<file path="src/rtl/cordic_sincos_iter_if.sv">
// cordic_sincos_iter_if: request/result handshake and atan LUT port of the iterative CORDIC.
interface cordic_sincos_iter_if #(
    parameter int DW = 16
);
    logic                 start;
    logic [31:0]          angle;
    logic                 busy;
    logic                 done;
    logic signed [DW-1:0] cos_o;
    logic signed [DW-1:0] sin_o;
    logic [4:0]           lut_i;
    logic [31:0]          lut_xita;
    modport master (output start, angle, lut_xita, input busy, done, cos_o, sin_o, lut_i);
    modport slave  (input start, angle, lut_xita, output busy, done, cos_o, sin_o, lut_i);
endinterface

</file>
<file path="src/rtl/cordic_sincos_iter.sv">
// cordic_sincos_iter: iterative rotation-mode CORDIC sin/cos, two cycles per micro-rotation.
// Define CORDIC_ROUND_EN for round-half-up shifts instead of truncation.
module cordic_sincos_iter #(
    parameter int ITER   = 16,
    parameter int DW     = 16,
    parameter int GW     = 2,
    parameter int X_INIT = 9949
) (
    input  logic                 clk,
    input  logic                 rst_n,
    cordic_sincos_iter_if.slave  bus
);
    localparam int W = DW + GW;
    localparam logic signed [W-1:0] X0 = W'(X_INIT << GW);
    localparam logic [4:0] K_LAST = 5'(ITER - 1);
    typedef enum logic [2:0] {IDLE, LOAD, REQ, ROT, OUT} state_t;
    state_t              state;
    logic signed [W-1:0] x, y, xs, ys;
    logic signed [31:0]  z;
    logic [4:0]          k;
    logic                flip;
    function automatic logic signed [W-1:0] asr(input logic signed [W-1:0] v, input int s);
`ifdef CORDIC_ROUND_EN
        logic signed [W-1:0] b;
        b = s > 0 ? W'(1) << (s - 1) : '0;
        return (v + b) >>> s;
`else
        return v >>> s;
`endif
    endfunction
    assign bus.lut_i = k;
    always_comb begin
        xs = asr(x, int'(k));
        ys = asr(y, int'(k));
    end
    always_ff @(posedge clk or negedge rst_n) begin
        if (!rst_n) begin
            state     <= IDLE;
            x         <= '0;
            y         <= '0;
            z         <= '0;
            k         <= '0;
            flip      <= 1'b0;
            bus.busy  <= 1'b0;
            bus.done  <= 1'b0;
            bus.cos_o <= '0;
            bus.sin_o <= '0;
        end else begin
            bus.done <= 1'b0;
            case (state)
                IDLE: if (bus.start) begin
                    z        <= bus.angle;
                    bus.busy <= 1'b1;
                    state    <= LOAD;
                end
                LOAD: begin
                    // |angle| >= 90 deg: rotate by 180 deg into CORDIC range, negate at the end
                    flip  <= z[31] ^ z[30];
                    z     <= (z[31] ^ z[30]) ? z ^ 32'h8000_0000 : z;
                    x     <= X0;
                    y     <= '0;
                    k     <= '0;
                    state <= REQ;
                end
                REQ: state <= ROT;
                ROT: begin
                    x     <= z[31] ? x + ys : x - ys;
                    y     <= z[31] ? y - xs : y + xs;
                    z     <= z[31] ? z + $signed(bus.lut_xita) : z - $signed(bus.lut_xita);
                    k     <= (k == K_LAST) ? k : k + 5'd1;
                    state <= (k == K_LAST) ? OUT : REQ;
                end
                OUT: begin
                    bus.cos_o <= DW'(asr(flip ? -x : x, GW));
                    bus.sin_o <= DW'(asr(flip ? -y : y, GW));
                    bus.done  <= 1'b1;
                    bus.busy  <= 1'b0;
                    state     <= IDLE;
                end
                default: state <= IDLE;
            endcase
        end
    end
endmodule

</file>
<file path="src/flat_wrapper.sv">
// flat-port wrapper written by rule: the top's interface ports become plain ports
module cordic_sincos_iter_flat 
#(
    parameter int ITER   = 16,
    parameter int DW     = 16,
    parameter int GW     = 2,
    parameter int X_INIT = 9949
)
  (clk, rst_n, bus_start, bus_angle, bus_lut_xita, bus_busy, bus_done, bus_cos_o, bus_sin_o, bus_lut_i);
  cordic_sincos_iter_if #(.DW(DW)) bus_i ();
  input  logic clk;
  input  logic rst_n;
  input wire logic [$bits(bus_i.start)-1:0] bus_start;
  input wire logic [$bits(bus_i.angle)-1:0] bus_angle;
  input wire logic [$bits(bus_i.lut_xita)-1:0] bus_lut_xita;
  output wire logic [$bits(bus_i.busy)-1:0] bus_busy;
  output wire logic [$bits(bus_i.done)-1:0] bus_done;
  output wire logic [$bits(bus_i.cos_o)-1:0] bus_cos_o;
  output wire logic [$bits(bus_i.sin_o)-1:0] bus_sin_o;
  output wire logic [$bits(bus_i.lut_i)-1:0] bus_lut_i;
  assign bus_i.start = bus_start;
  assign bus_i.angle = bus_angle;
  assign bus_i.lut_xita = bus_lut_xita;
  assign bus_busy = bus_i.busy;
  assign bus_done = bus_i.done;
  assign bus_cos_o = bus_i.cos_o;
  assign bus_sin_o = bus_i.sin_o;
  assign bus_lut_i = bus_i.lut_i;
  cordic_sincos_iter #(.ITER(ITER), .DW(DW), .GW(GW), .X_INIT(X_INIT)) u_core (.clk(clk), .rst_n(rst_n), .bus(bus_i));
endmodule
</file>
<file path="config.mk">
export PLATFORM = sky130hd
export DESIGN_NAME = cordic_sincos_iter_flat
export DESIGN_NICKNAME = d
export VERILOG_FILES = /design/src/rtl/cordic_sincos_iter_if.sv /design/src/rtl/cordic_sincos_iter.sv /design/src/flat_wrapper.sv
export SDC_FILE = /design/constraint.sdc
export NUM_CORES = 1
export LEC_CHECK = 0
export CORE_MARGIN = 10
export CORE_UTILIZATION = 25
export DETAILED_ROUTE_END_ITERATION = 16
export GPL_ROUTABILITY_DRIVEN = 0
export PLACE_DENSITY_LB_ADDON = 0.2
export SLEW_MARGIN = 20
export SYNTH_ARGS = -nofsm -noshare
export SYNTH_HDL_FRONTEND = slang
export SYNTH_SLANG_ARGS = --single-unit
</file>
<file path="constraint.sdc">
create_clock -name clk -period 14.8 [get_ports clk]
set_clock_uncertainty 0.2 [all_clocks]
set_input_delay 2.22 -clock clk [delete_from_list [all_inputs] [get_ports clk]]
set_output_delay 2.22 -clock clk [all_outputs]
set_load 0.01 [all_outputs]
</file>
==> summary.md <==
| Metric | Value |
|---|---|
| Status | `finished clean` |
| Cell Count, Final, Fillers Out | `between 2k and 2.5k` |
| Hold Path End | `u_core.z[12]$_DFFE_PN0P_` |
| Slowest-stage cell, CP | `or4_1` |
| Global-route wire length before repair | `around 59000 um` |
| Net Count, Synth | `around 1.5k` |
| Critical-path cell list | `clkdlybuf4s50_1 -> or4_1 -> nor4_1 -> and2_1 -> a21oi_1 -> xor2_1 -> ha_1 -> o21ai_0 -> a21oi_1 -> a221o_1 -> and3_1 -> a311oi_1 -> a21oi_1 -> a41o_1 -> a221o_1 -> mux2i_1 -> o211ai_1` |
| HP Start | `u_core.z[12]$_DFFE_PN0P_` |
| Hold WS | `~0.31 ns` |
| Root Driver | `clkbuf_16` |
| Main combinational cell family by area after synthesis | `compound AO/OA/AOI/OAI gates` |
| Critical Path Most Common Cell | `a21oi_1` |
| Synth-to-Final Area Change | `16.8%` |
| Flop and latch count out of synthesis | `around 110` |
| Worst hold path cell count | `2` |
| Commonest cells in the netlist | `173 x nor2_1, 152 x a21oi_1, 111 x dfrtp_1` |
| CTS Sinks | `111` |
| Routed wire length | `between 30000 and 40000 um` |
| CP max FO | `6` |
| RR Endpoint | `u_core.x[17]$_DFFE_PN0N_` |
| Flop2flop setup slack | `~8.4 ns` |
| Mapped Area | `between 10000 and 15000 sq um` |
| Synth top area share | `24.8%` |
| CTS tree | `done` |
| Worst Setup End Kind | `flop` |
| Setup crit start kind | `input port` |
| Post-Synth XOR/XNOR Area | `11.0%` |
| Die Ht | `roughly 230 um` |
| Row count | `77` |
| Net count reported at finish | `between 1.5k and 2k` |
| Req. time, crit path | `~15 ns` |
| Sequential area share after synthesis | `~25%` |
| Placed cell area | `about 13000 sq um` |
| Initial antenna violation count | `1` |
| Post-cts resize count | `0` |
| Peak Freq | `around 140 MHz` |
| Routed WL per cell | `about 18 um` |
| Synth Flop Type | `dfrtp_1` |
| Post-synthesis mux area share | `a little under a tenth` |
| Final setup fails | `0` |
| Starting density of the core | `approximately a quarter` |
| Post-synth ARST share | `100%` |
| Worst Reg-to-Reg Cells | `20` |
| Top Family by Delay on Critical Path | `compound AO/OA/AOI/OAI gates` |
| Total setup buffers inserted after CTS | `0` |
| Synth top area cells | `dfrtp_1 25%, ha_1 7.8%, xor2_1 7.0%` |
| Total grt overflow | `0` |
| Count of pins over their slew limit | `0` |
| Post-Synth Simple-Gate Area | `about 18%` |
| Crit path time final | `between 7 and 8 ns` |
| Slew @ Worst Pin | `0.916 ns` |
| Fin crit share | `between 40% and 50%` |
| Num ports | `about 110` |
| Post-DP HPWL | `roughly 27000 um` |
| Total track usage | `around 14%` |
| Slew Limit Headroom | `roughly two fifths` |
| Compound-cell area share of the yosys netlist | `about a quarter` |
| Max Cap Violations | `0` |
| Adder-cell share of the synthesized area | `roughly 8.4%` |
| ANT nets after route | `0` |
| Die X | `between 200 and 250 um` |
| WP data arrival | `7.13 ns` |
| DR iter-0 viols | `~700` |
| Number of flops mapped to enable cells by yosys | `0` |
| Leading area contributor after synthesis | `dfrtp_1` |
| RR Startpoint | `u_core.bus.lut_i[1]$_DFFE_PN0P_` |
| Final Hold Viols | `0` |
| Core area | `44200 sq um` |
| Final Instance Area | `~13000 sq um` |
| RSZ-0062 raised after global routing | `no` |
| Longest Clk Path Bufs | `2` |
| CTS HTree Levels | `3` |
| Vias/cell | `between 5 and 6` |
| Syn_area_per_cell | `just over 8 sq um` |
| Placed cell count | `2002` |
| Number of CTS-inserted buffers | `9` |
| CTS Hold Bufs | `0` |
| Share of layout cells above drive strength 1 | `7.65%` |
| Die Area | `about 54000 sq um` |
| Pre-antenna DRT Iters | `5` |
| Vias in the first global route | `10.3k` |
| Post-synthesis cell count | `about 1.4k` |
| Most common cell in the netlist | `nor2_1` |
| TNS Setup | `0 ns` |
| Count of cell types in the netlist | `86` |
| Clock Pin Slew Worst Setup and Hold Paths | `roughly 0.090 ns` |
| Number of vias after detailed routing | `10.3k` |
| Buf/Inv on CP | `1` |
| Yosys warning count | `0` |
| Clk_lat worst skew | `0.40 ns` |
| Slowest stage delay, CP | `0.61 ns` |
| Largest net degree at the start of global routing | `78` |
| WS Path Type | `input port to flop` |
| Post-route DRC | `0` |
| Min-Delay Path Class | `flop to flop` |
| Buffers on Ports | `105` |
-- final cells by class --
class	count	area, sq um
clock inverters	3	45.0
multi-input cells	1134	7930
fillers	4714	31100
inverters	43	163
well taps	592	741
flip-flops and latches	111	2780
diodes	1	2.50
clock buffers	12	246
repair buffers	122	1180
-- cells by family (layout without fill, tap and decap cells) --
| kind of cell | count (synthesis) | in the layout |
|---|---|---|
| other cells | 0 | 1 |
| fa+ha+maj | 73 | 73 |
| simple gates | 430 | 430 |
| compound gates | 429 | 429 |
| mux | 61 | 61 |
| xor+xnor | 141 | 141 |
| buf+inv | 123 | 180 |
| flops | 111 | 111 |
-- worst reg2reg max path: stages (launching register included) --
cell and delay [ns]:
dfrtp_2 0.56, buf_4 0.50, mux4_2 0.65, mux2_2 0.33, a21o_1 0.21, nor2_1 0.15
ha_1 0.19, nand2b_1 0.07, or3_1 0.38, nor3_1 0.36, a21oi_1 0.14, xor2_1 0.21
ha_1 0.36, nand2_1 0.07, o31ai_1 0.33, nor4_1 0.13, o31a_1 0.34, o21ai_0 0.39
xor2_1 0.28, nor4_1 0.07, a311o_1 0.33
-- per-stage QoR --
stage / utilization [%] / worst slack, ns
detailed placement: 28.9 / 7.30
global route: 29.6 / 7.36
finish: 29.6 / 7.74
CTS: 29.6 / 7.74
global placement: 28.9 / 7.34
floorplan: - / 8.38
-- layout by cell type, fill, tap and decap left out, types with 6 or more instances in the layout --
cell	count
o21ai_0	88
and2_1	7
a31oi_1	19
xnor2_1	51
nand2b_1	13
buf_4	18
o21a_1	11
nand3_1	13
clkbuf_16	9
o31ai_1	20
o211ai_1	11
mux4_2	29
or3_1	9
nor4_1	10
a21oi_1	152
nor3_1	27
xor2_1	90
clkdlybuf4s50_1	104
nor2b_1	15
nand2_1	101
a211oi_1	11
mux2i_1	17
or2_2	7
mux2_2	13
ha_1	70
a221oi_1	9
and3_1	16
a21o_1	19
inv_1	40
nor2_1	172
dfrtp_1	108
a311oi_1	6
o22ai_1	19
-- registers in the layout (all words and copies together) (netlist names) --
signal / cells
u_core.bus.sin_o: 16
u_core.z: 32
u_core.bus.busy: 1
u_core.bus.done: 1
u_core.bus.cos_o: 16
u_core.x: 18
u_core.y: 18
u_core.state: 3
u_core.flip: 1
u_core.bus.lut_i: 5
-- metal layers --
| metal | global-route usage [%] | vias to the layer above | wire [um] |
|---|---|---|---|
| met1 | 18.4 | 4942 | 17400 |
| met2 | 22.3 | 279 | 17000 |
| met4 | 3.14 | 0 | 431 |
| met5 | 0 | - | 0 |
| li1 | - | 5099 | - |
| met3 | 3.20 | 22 | 2280 |
-- worst max path at each step --
stage / startpoint / endpoint / slack (ns) / depth (start not counted)
2_1_floorplan: bus_lut_xita[5] / u_core.z[31]$_DFFE_PN0P_ / 8.38 / 19
3_3_place_gp: bus_lut_xita[4] / u_core.z[31]$_DFFE_PN0P_ / 7.34 / 20
3_5_place_dp: bus_lut_xita[4] / u_core.z[31]$_DFFE_PN0P_ / 7.30 / 20
4_1_cts: bus_lut_xita[4] / u_core.z[31]$_DFFE_PN0P_ / 7.74 / 20
5_1_grt: bus_lut_xita[3] / u_core.z[31]$_DFFE_PN0P_ / 7.36 / 20
6_report: bus_lut_xita[4] / u_core.z[31]$_DFFE_PN0P_ / 7.74 / 17
Power is left out: the tool's default activity adds up to more than one toggle a clock period on the data nets, which glitch-free logic cannot reach.
